<file path="src/rtl/lfsr_keystream_ctrl.sv">
// LFSR keystream sequencer: loads seed/taps, discards a warm-up run, then packs
// feedback bits MSB-first into words delivered on a valid/ready stream.
module lfsr_keystream_ctrl #(
    parameter int LFSR_WIDTH = 6,
    parameter int OUT_WIDTH  = 8,
    parameter int CNT_WIDTH  = 8
) (
    input  logic                  clk,
    input  logic                  rst,
    input  logic                  start,
    input  logic                  stop,
    input  logic [LFSR_WIDTH-1:0] seed,
    input  logic [LFSR_WIDTH:0]   coeff,
    input  logic [CNT_WIDTH-1:0]  warmup_cycles,
    output logic [OUT_WIDTH-1:0]  out_word,
    output logic                  out_valid,
    input  logic                  out_ready,
    output logic                  busy,
    output logic                  seed_err,
    output logic [LFSR_WIDTH-1:0] lfsr_state
);

    localparam int BIT_CW = $clog2(OUT_WIDTH + 1);

    typedef enum logic [1:0] {
        ST_IDLE   = 2'd0,
        ST_WARMUP = 2'd1,
        ST_FILL   = 2'd2,
        ST_HOLD   = 2'd3
    } state_t;

    // Tap bit 0 lines up with a constant zero, so it never influences feedback.
    function automatic logic fb_parity(input logic [LFSR_WIDTH-1:0] st,
                                       input logic [LFSR_WIDTH:0]   taps);
        return ^({st, 1'b0} & taps);
    endfunction

    state_t                fsm_r;
    state_t                fsm_nxt_s;
    logic [LFSR_WIDTH-1:0] state_r;
    logic [LFSR_WIDTH:0]   coeff_r;
    logic [CNT_WIDTH-1:0]  warm_cnt_r;
    logic [BIT_CW-1:0]     bit_cnt_r;
    logic [OUT_WIDTH-1:0]  shreg_r;
    logic [OUT_WIDTH-1:0]  out_word_r;
    logic                  out_valid_r;
    logic                  busy_r;
    logic                  seed_err_r;
    logic                  stop_pending_r;

    logic                  fb_s;
    logic [OUT_WIDTH:0]    shreg_ext_s;
    logic [OUT_WIDTH-1:0]  shreg_nxt_s;
    logic                  load_s;
    logic                  shift_s;
    logic                  seed_err_s;
    logic                  word_done_s;
    logic                  take_s;
    logic                  pend_set_s;

    assign fb_s        = fb_parity(state_r, coeff_r);
    assign shreg_ext_s = {shreg_r, fb_s};
    assign shreg_nxt_s = shreg_ext_s[OUT_WIDTH-1:0];

    // FSM state register.
    always_ff @(posedge clk) begin
        if (rst) begin
            fsm_r <= ST_IDLE;
        end else begin
            fsm_r <= fsm_nxt_s;
        end
    end

    // Next-state decode and datapath strobes; stop wins over shifting.
    always_comb begin
        fsm_nxt_s   = fsm_r;
        load_s      = 1'b0;
        shift_s     = 1'b0;
        seed_err_s  = 1'b0;
        word_done_s = 1'b0;
        take_s      = 1'b0;
        pend_set_s  = 1'b0;
        case (fsm_r)
            ST_IDLE: begin
                if (start) begin
                    if (seed != {LFSR_WIDTH{1'b0}}) begin
                        load_s = 1'b1;
                        if (warmup_cycles != {CNT_WIDTH{1'b0}}) begin
                            fsm_nxt_s = ST_WARMUP;
                        end else begin
                            fsm_nxt_s = ST_FILL;
                        end
                    end else begin
                        seed_err_s = 1'b1;
                    end
                end else begin
                    fsm_nxt_s = ST_IDLE;
                end
            end
            ST_WARMUP: begin
                if (stop) begin
                    fsm_nxt_s = ST_IDLE;
                end else begin
                    shift_s = 1'b1;
                    if (warm_cnt_r == CNT_WIDTH'(1)) begin
                        fsm_nxt_s = ST_FILL;
                    end else begin
                        fsm_nxt_s = ST_WARMUP;
                    end
                end
            end
            ST_FILL: begin
                if (stop) begin
                    fsm_nxt_s = ST_IDLE;
                end else begin
                    shift_s = 1'b1;
                    if (bit_cnt_r == BIT_CW'(OUT_WIDTH - 1)) begin
                        word_done_s = 1'b1;
                        fsm_nxt_s   = ST_HOLD;
                    end else begin
                        fsm_nxt_s = ST_FILL;
                    end
                end
            end
            ST_HOLD: begin
                if (out_ready) begin
                    take_s = 1'b1;
                    if (stop_pending_r || stop) begin
                        fsm_nxt_s = ST_IDLE;
                    end else begin
                        fsm_nxt_s = ST_FILL;
                    end
                end else if (stop) begin
                    pend_set_s = 1'b1;
                end else begin
                    fsm_nxt_s = ST_HOLD;
                end
            end
            default: begin
                fsm_nxt_s = ST_IDLE;
            end
        endcase
    end

    // LFSR, counters, packing register and registered stream outputs.
    always_ff @(posedge clk) begin
        if (rst) begin
            state_r        <= {LFSR_WIDTH{1'b0}};
            coeff_r        <= {(LFSR_WIDTH + 1){1'b0}};
            warm_cnt_r     <= {CNT_WIDTH{1'b0}};
            bit_cnt_r      <= {BIT_CW{1'b0}};
            shreg_r        <= {OUT_WIDTH{1'b0}};
            out_word_r     <= {OUT_WIDTH{1'b0}};
            out_valid_r    <= 1'b0;
            busy_r         <= 1'b0;
            seed_err_r     <= 1'b0;
            stop_pending_r <= 1'b0;
        end else begin
            if (load_s) begin
                state_r    <= seed;
                coeff_r    <= coeff;
                warm_cnt_r <= warmup_cycles;
                bit_cnt_r  <= {BIT_CW{1'b0}};
                shreg_r    <= {OUT_WIDTH{1'b0}};
            end else if (shift_s) begin
                state_r <= {state_r[LFSR_WIDTH-2:0], fb_s};
                if (fsm_r == ST_WARMUP) begin
                    warm_cnt_r <= warm_cnt_r - CNT_WIDTH'(1);
                end else begin
                    shreg_r   <= shreg_nxt_s;
                    bit_cnt_r <= word_done_s ? {BIT_CW{1'b0}} : bit_cnt_r + BIT_CW'(1);
                end
            end else if (fsm_r == ST_FILL) begin
                // Aborted fill: drop the partial word so a restart packs cleanly.
                bit_cnt_r <= {BIT_CW{1'b0}};
            end

            if (word_done_s) begin
                out_word_r  <= shreg_nxt_s;
                out_valid_r <= 1'b1;
            end else if (take_s) begin
                out_valid_r <= 1'b0;
            end

            if (fsm_nxt_s == ST_IDLE) begin
                stop_pending_r <= 1'b0;
            end else if (pend_set_s) begin
                stop_pending_r <= 1'b1;
            end

            busy_r     <= (fsm_nxt_s != ST_IDLE);
            seed_err_r <= seed_err_s;
        end
    end

    assign out_word   = out_word_r;
    assign out_valid  = out_valid_r;
    assign busy       = busy_r;
    assign seed_err   = seed_err_r;
    assign lfsr_state = state_r;

endmodule

</file>
<file path="config.mk">
export PLATFORM = sky130hd
export DESIGN_NAME = lfsr_keystream_ctrl
export DESIGN_NICKNAME = d
export VERILOG_FILES = /design/src/rtl/lfsr_keystream_ctrl.sv
export SDC_FILE = /design/constraint.sdc
export NUM_CORES = 1
export LEC_CHECK = 0
export BUFFER_PORTS_ARGS = -buffer_cell sky130_fd_sc_hd__buf_2
export CAP_MARGIN = 20
export CORE_ASPECT_RATIO = 1.25
export CORE_MARGIN = 1
export CORE_UTILIZATION = 40
export CTS_BUF_LIST = sky130_fd_sc_hd__clkbuf_8
export DETAILED_ROUTE_END_ITERATION = 10
export GPL_TIMING_DRIVEN = 0
export PLACE_DENSITY_LB_ADDON = 0.2
export SYNTH_ARGS = -nofsm -noshare
export SYNTH_HDL_FRONTEND = slang
export SYNTH_SLANG_ARGS = --single-unit
</file>
<file path="constraint.sdc">
create_clock -name clk -period 1.75 [get_ports clk]
set_clock_uncertainty 0.2 [all_clocks]
set_input_delay 0.175 -clock clk [delete_from_list [all_inputs] [get_ports clk]]
set_output_delay 0.175 -clock clk [all_outputs]
set_load 0.02 [all_outputs]
</file>
==> impl_metrics.csv, run 1 <==
group,metric,value,unit
outcome,status,"finished, violations left",
outcome,violations,"setup timing",
critical_path,crit_chain,"inv_4 -> ha_4 -> nor2b_4 -> buf_6 -> mux2i_1 -> nor2_1 -> a31oi_1 -> nor2_1",
clock_network,ctsRootBufferMaster,"clkbuf_8",
sta,rsz0062_at_grt,"yes",
global_route,grt_pass1_vias,1911,
sta,drv_slew,0,
critical_path,required,1740,ps
critical_path,crit_fanout,6,
global_route,antenna_found_initial,0,
route,vias,2037,
yosys,synth_top_area_share,41.71,%
die,fp.dieW,67.72,um
yosys,syn_avg_cell_area,8.536,sq um
route,routed_wl,5390,um
route,antenna_left,0,
clock_network,clk_latency,310,ps
pwr,cellPowerDensity,722.3,nW/um^2
clock_network,clk_pin_slew,90,ps
die,die-area,5699,sq um
place,place_area,2464,sq um
die,num_rows,29,
clock_network,cts_inserted_buffers,5,
critical_path,r2r-end,"lfsr_state[3]",
finish,nNetsFinal,361,
sta,setup_viol,18,
critical_path,crit_type,"flop to flop",
hold_path,hp-class,"input pin to flop",
sta,fin_crit,1811,ps
yosys,ys_top_cells_by_area,"dfxtp_1 42%, nand2_1 7.1%, a21oi_1 5.6%",
sta,fin_setup_tns,-330.1,ps
finish,areaGrowthSynthToFinish,35.40,%
sta,clock.fmax,552.1,MHz
finish,insertedDiodeCount,0,
critical_path,cp_slowest_stage_delay,380,ps
hold_path,holdPathEnd,"warm_cnt_r[5]",
clock_network,cts_max_level,2,
clock_network,cts.sinks,45,
yosys,async_reset_ff_share,0,%
flow_run,maxCapViolations,0,
critical_path,worstSetupEndpointType,"flop",
yosys,netlist_top_cells_count,"45 x dfxtp_1, 41 x nand2_1, 29 x nor2_1",
sta,hold_viol_final,0,
sta,fin_ws,-61.28,ps
die,core,5152,sq um
global_route,overflow,0,
yosys,synth-seq-area-share,41.71,%
yosys,synth_fp_nets,287,
pwr,finalPower,2112,uW
critical_path,crit_slowest_cell,"dfxtp_4",
clock_network,clk_path_buf_depth,2,
route,drcViolationCount,0,
yosys,ys_types,41,
place,dp.cells,355,
place,dp_hpwl,3689,um
yosys,synth-edff-count,0,
place,port_buffers,40,
critical_path,r2r-start,"fsm_r[0]",
sta,max_slew.worst_pin.slew,554.7,ps
global_route,gr-usage-all-layers,20.02,%
yosys,yosysWarningCount,0,
critical_path,r2r_cells,8,
route,wire_per_inst,13.82,um
finish,final_cells,390,
critical_path,reg2reg_slack,-60,ps
yosys,synth.most_common_cell,"dfxtp_1",
global_route,grt_max_degree,16,
route,first_iter_violations,123,
yosys,synth_area_leader_cell,"dfxtp_1",
pwr,ir_drop,0.4761,mV
hold_path,min_path_cells,3,
sta,maxSlewHeadroom,63.02,%
finish,finish.instance_area,2924,sq um
yosys,synthFlopType,"dfxtp_1",
clock_network,tritoncts,"built",
critical_path,critPathMostFrequentCell,"nor2_1",
pwr,p_leak,0.001147,uW
yosys,synth-seq-cells,45,
critical_path,crit_path_start_kind,"flop",
route,vias_per_cell,5.223,
die,die_y,84.15,um
sta,min_period_over_period,103.5,%
die,num_io_pins,43,
route,firstDrtPassIters,4,
critical_path,critical_path_arrival,1800,ps
yosys,syn_inst,253,
place,gp_congestion,0.7724,
hold_path,hold_start,"warmup_cycles[5]",
die,start_util,41.91,%
global_route,grt_pass1_wl,8687,um
yosys,netlist_area,2160,sq um
finish,drive_gt1_share,28.66,%
==> flip-flops by register name, summed over array words and instances, names as in the netlist <==
name,cells
seed_err,1
shreg_r,7
out_word,8
lfsr_state,6
fsm_r,2
coeff_r,6
stop_pending_r,1
bit_cnt_r,4
warm_cnt_r,8
busy,1
out_valid,1
==> cells by family after synthesis <==
group           Yosys count  synth area share, %
xor+xnor                 11                5.099
fa+ha+maj                 8                4.635
simple gates            104                23.75
flops                    45                41.71
mux                      10                4.693
compound gates           56                16.45
buf+inv                  19                3.650
==> critical path: cells and delay by family (launching register included) <==
family                     cells  cell delay (ps)
AOI/OAI and AO/OA              1              160
adders and majority gates      1              250
muxes                          1              180
and+or+nand+nor                3              320
buffers and inverters          2              200
DFF                            1              380
==> placed cells by master, fill, tap and decap left out, types with 2 or more instances in the layout <==
master | Yosys | routed
dlygate4sd3_1 | 0 | 19
nand2_1 | 41 | 40
buf_6 | 0 | 2
a21oi_1 | 24 | 23
xor2_1 | 2 | 2
nor2_1 | 29 | 28
xnor2_1 | 8 | 8
inv_4 | 0 | 2
nor3_1 | 5 | 4
buf_2 | 3 | 43
clkinv_4 | 0 | 2
inv_1 | 7 | 5
a311oi_1 | 5 | 5
ha_1 | 8 | 5
nor2b_4 | 0 | 3
a211oi_2 | 3 | 3
o21ai_0 | 10 | 10
o21bai_1 | 2 | 2
clkbuf_1 | 8 | 4
o211ai_1 | 2 | 2
ha_2 | 0 | 2
nor4_4 | 2 | 5
nand3_1 | 5 | 5
nand2b_1 | 4 | 4
mux2i_1 | 9 | 9
dfxtp_4 | 0 | 2
buf_4 | 1 | 10
a31oi_1 | 2 | 2
clkbuf_8 | 0 | 5
or4_1 | 2 | 2
dfxtp_1 | 45 | 42
a211oi_1 | 6 | 6
==> what timing repair did <==
item / in CTS / in global routing
setup buffers: 7 / 1
gates resized for setup: 26 / 11
hold endpoints to repair: 19 / 0
pin swaps: 6 / 4
hold buffers: 19 / 0
endpoints found under the setup margin: 42 / 35
==> layer usage <==
metal | up-vias | global-route usage [%] | wire length [um]
met1 | 962 | 23.97 | 2407
li1 | 1025 | - | -
met4 | 0 | 7.930 | 97
met2 | 42 | 33.57 | 2669
met5 | - | 0 | 0
met3 | 8 | 4.484 | 215
==> final cells by class <==
| cell class | count | area (sq um) |
|---|---|---|
| clock buffers | 5 | 68.82 |
| well taps | 62 | 77.57 |
| fillers | 475 | 2228 |
| plain buffers | 12 | 75.07 |
| repair buffers | 67 | 450.4 |
| clock inverters | 3 | 22.52 |
| inverters | 7 | 31.28 |
| flip-flops and latches | 45 | 909.6 |
| multi-input cells | 189 | 1289 |
==> worst max path at each step <==
| stage | startpoint | depth (start not counted) | endpoint |
|---|---|---|---|
| 6_report | fsm_r[0] | 8 | lfsr_state[3] |
| 5_1_grt | fsm_r[1] | 7 | warm_cnt_r[1] |
| 4_1_cts | fsm_r[0] | 7 | warm_cnt_r[7] |
| 3_5_place_dp | fsm_r[0] | 6 | lfsr_state[2] |
| 3_3_place_gp | fsm_r[0] | 8 | lfsr_state[3] |
| 2_1_floorplan | fsm_r[0] | 8 | lfsr_state[3] |
==> stage by stage <==
stage | worst slack (ps) | util [%] | hold WS [ps]
floorplan | 3.310 | - | 111.0
global placement | -255.4 | 47.81 | 216.2
detailed placement | -263.3 | 47.81 | 223.5
CTS | -50.16 | 56.07 | 5.121
global route | -154.7 | 56.75 | 6.319
finish | -61.28 | 56.75 | 2.908
==> report_power, final <==
group	switching [uW]	internal [uW]	leakage [uW]	total [uW]
registers	47.6	1060	0.000369	1110
clock network	383	284	0.0000481	666
logic	182	156	0.000730	338
total	612	1500	0.00115	2110
Power figures use the tool's default switching activity.
==> run 2, diff against run 1 <==
--- a/config.mk
+++ b/config.mk
@@ -5,6 +5,7 @@
 export SDC_FILE = /design/constraint.sdc
 export NUM_CORES = 1
 export LEC_CHECK = 0
+export ABC_AREA = 1
 export BUFFER_PORTS_ARGS = -buffer_cell sky130_fd_sc_hd__buf_2
 export CAP_MARGIN = 20
 export CORE_ASPECT_RATIO = 1.25
@@ -14,6 +15,8 @@
 export DETAILED_ROUTE_END_ITERATION = 10
 export GPL_TIMING_DRIVEN = 0
 export PLACE_DENSITY_LB_ADDON = 0.2
+export SKIP_LAST_GASP = 1
 export SYNTH_ARGS = -nofsm -noshare
 export SYNTH_HDL_FRONTEND = slang
 export SYNTH_SLANG_ARGS = --single-unit
+export TNS_END_PERCENT = 30
==> run 2 against run 1 <==
  * The flow finishes with violations (DRC)
  * Sequential power barely moved
  * Via count rose by 12%
  * Routed wire length rose by 2.1%
  * Synthesized area rose by 9.3%
  * Global-route usage fell by 1.9 points
  * Power rose by 2.2%
  * Maximum frequency rose by 6.0%
  * Critical endpoint is now warm_cnt_r[7]
  * Highest routed layer unchanged
==> impl_metrics.csv, run 2 <==
group,metric,value,unit
finish,finish.instance_area,3108,sq um
finish,nNetsFinal,455,
place,dp.cells,451,
yosys,synth_compound_area_share,11.98,%
sta,min_period_over_period,97.65,%
global_route,grt_pass1_wl,8873,um
global_route,grt_max_degree,16,
hold_path,holdPathEnd,"warm_cnt_r[1]",
critical_path,crit_fanout,8,
sta,hold_viol_final,0,
critical_path,r2r-start,"fsm_r[1]",
yosys,synthFlopType,"dfxtp_1",
critical_path,crit_chain,"inv_4 -> ha_4 -> inv_4 -> nor2_4 -> inv_2 -> nor2_4 -> inv_2 -> nand2_4 -> o21ai_1 -> a21oi_1 -> nor2_1",
sta,fin_setup_tns,0,ps
sta,setup_viol,0,
sta,maxSlewHeadroom,83.59,%
yosys,synth_xor_xnor_area_share,2.969,%
critical_path,critical_path_arrival,1710,ps
route,drcViolationCount,6,
clock_network,cts.sinks,45,
yosys,yosysWarningCount,0,
yosys,synth_simple_gate_area_share,31.76,%
global_route,grt_pass1_vias,2035,
sta,rsz0062_at_grt,"yes",
clock_network,ctsRootBufferMaster,"clkbuf_8",
yosys,synth.most_common_cell,"nand2_1",
yosys,synth_fp_nets,381,
pwr,cellPowerDensity,694.8,nW/um^2
clock_network,cts_inserted_buffers,5,
yosys,ys_types,30,
flow_run,maxCapViolations,0,
yosys,synth_area_leader_cell,"dfxtp_1",
yosys,synth-edff-count,0,
hold_path,hp-class,"input pin to flop",
sta,max_slew.worst_pin.slew,245.9,ps
yosys,synth_top_family_by_area,"simple AND/OR/NAND/NOR gates",
critical_path,r2r_cells,11,
clock_network,clk_latency,300,ps
route,vias,2290,
critical_path,crit_type,"flop to flop",
yosys,async_reset_ff_share,0,%
die,die_y,87.88,um
pwr,ir_drop,0.4163,mV
die,start_util,42.48,%
sta,clock.fmax,585.2,MHz
hold_path,hold_start,"warmup_cycles[1]",
yosys,netlist_top_cells_count,"90 x nand2_1, 50 x nor2_1, 45 x dfxtp_1, 45 x inv_1, 25 x o21ai_0",
place,gp_congestion,0.8222,
die,num_io_pins,43,
clock_network,cts_max_level,2,
yosys,syn_inst,347,
critical_path,reg2reg_slack,40,ps
critical_path,r2r-end,"warm_cnt_r[7]",
yosys,synth-seq-cells,45,
critical_path,crit_slowest_cell,"dfxtp_2",
place,place_area,2644,sq um
yosys,ys_top_cells_by_area,"dfxtp_1 38%, nand2_1 14%, nor2_1 8.0%",
critical_path,path_depth,11,
finish,insertedDiodeCount,0,
critical_path,worst-path-buf-inv,4,
global_route,gr-usage-all-layers,18.11,%
sta,drv_slew,0,
pwr,p_leak,0.001542,uW
route,vias_per_cell,4.712,
die,core,5555,sq um
finish,final_common_cell,"nand2_1",
yosys,synth-seq-area-share,38.18,%
outcome,violations,"DRC",
global_route,overflow,0,
die,num_rows,30,
place,dp_hpwl,3808,um
route,first_iter_violations,53,
route,firstDrtPassIters,7,
yosys,syn_avg_cell_area,6.800,sq um
global_route,antenna_found_initial,0,
finish,mostFrequentLayoutCells,"88 x nand2_1, 45 x nor2_1, 43 x buf_2, 42 x dfxtp_1, 39 x inv_1",
hold_path,min_path_cells,5,
route,routed_wl,5503,um
die,fp.dieW,70.70,um
critical_path,cp_slowest_stage_delay,370,ps
yosys,synthAdderAreaFrac,4.242,%
clock_network,tritoncts,"built",
yosys,netlist_area,2360,sq um
die,die-area,6213,sq um
yosys,synthMuxAreaShare,0,%
critical_path,crit_path_start_kind,"flop",
critical_path,worstSetupEndpointType,"flop",
critical_path,path_delay_family,"flip-flops",
route,wire_per_inst,11.32,um
finish,drive_gt1_share,25.59,%
finish,areaGrowthSynthToFinish,31.71,%
yosys,synth_top_area_share,38.18,%
clock_network,clk_path_buf_depth,2,
clock_network,clk_pin_slew,90,ps
sta,fin_crit,1709,ps
place,port_buffers,40,
outcome,status,"finished, violations left",
critical_path,required,1750,ps
route,antenna_left,0,
finish,final_cells,486,
[run 2: cell types whose count changed after synthesis, sizes merged, moves of 6 or more]
| cell | delta |
|---|---|
| nand2 | +54 |
| inv | +42 |
| nor2 | +26 |
| o21ai | +19 |
| nand3 | +13 |
| mux2i | -9 |
| a211oi | -8 |
| clkbuf | -7 |
| xnor2 | -6 |
[run 2: kinds of logic (layout without fill, tap and decap cells)]
kind of cell,Yosys count,count (layout)
flip-flops,45,45
AO/OA/AOI/OAI,53,53
XOR/XNOR,8,8
adder cells (fa/ha/maj),8,8
AND/OR/NAND/NOR,174,174
buffers and inverters,59,134
[run 2: per-layer routing]
layer  track usage, %  vias to the layer above  wire [um]
met5                0                        -          0
met4            5.455                        0         61
met3            3.337                        7        171
met2            33.22                       29       2689
met1            21.49                     1022       2580
li1                 -                     1232          -
[run 2: worst max-delay path by stage]
stage	from	endpoint	slack, ps
after floorplan	fsm_r[1]	warm_cnt_r[1]	10
after global placement	fsm_r[0]	out_word[0]	-210
after detailed placement	fsm_r[0]	out_word[0]	-230
after CTS	fsm_r[1]	out_word[0]	-20
after global routing	fsm_r[1]	warm_cnt_r[1]	-70
final	fsm_r[1]	warm_cnt_r[7]	40
[run 2: timing repair]
action	in CTS	in global routing
endpoints found under the hold margin	20	0
hold buffers	17	0
setup endpoints to repair	28	33
pin swaps	4	7
buffers inserted	3	7
gates resized for setup	24	19
[run 2: power breakdown]
group | total [uW] | switching [uW] | internal, uW | leakage [uW]
sequential | 1090 | 25.6 | 1060 | 0.000368
clock | 672 | 388 | 284 | 0.0000445
combinational | 402 | 230 | 171 | 0.00113
[run 2: layout make-up]
| type | count | area, sq um |
|---|---|---|
| Clock inverter | 3 | 21.27 |
| Inverter | 50 | 206.4 |
| Fill cell | 554 | 2447 |
| Timing Repair Buffer | 67 | 457.9 |
| Multi-Input combinational cell | 243 | 1290 |
| Sequential cell | 45 | 907.1 |
| Clock buffer | 5 | 68.82 |
| Buffer | 9 | 76.32 |
| Tap cell | 64 | 80.08 |
[run 2: tightest hold or removal path, delay by kind of cell]
kind	cells	cell delay, ps
AOI/OAI and AO/OA	1	80
buffers and inverters	2	130
and+or+nand+nor	2	100
[run 2: stage by stage]
stage          hold slack (ps)  total power (uW)  util (%)  worst slack [ps]
5_1_grt                  25.57              2268     55.95            -66.02
3_3_place_gp             223.7              1436     47.59            -211.0
4_1_cts                 0.7534              2163     53.87            -17.39
6_report                 8.180              2159     55.95             41.05
3_5_place_dp             233.1              1440     47.59            -227.9
2_1_floorplan            129.2              1342         -             11.93
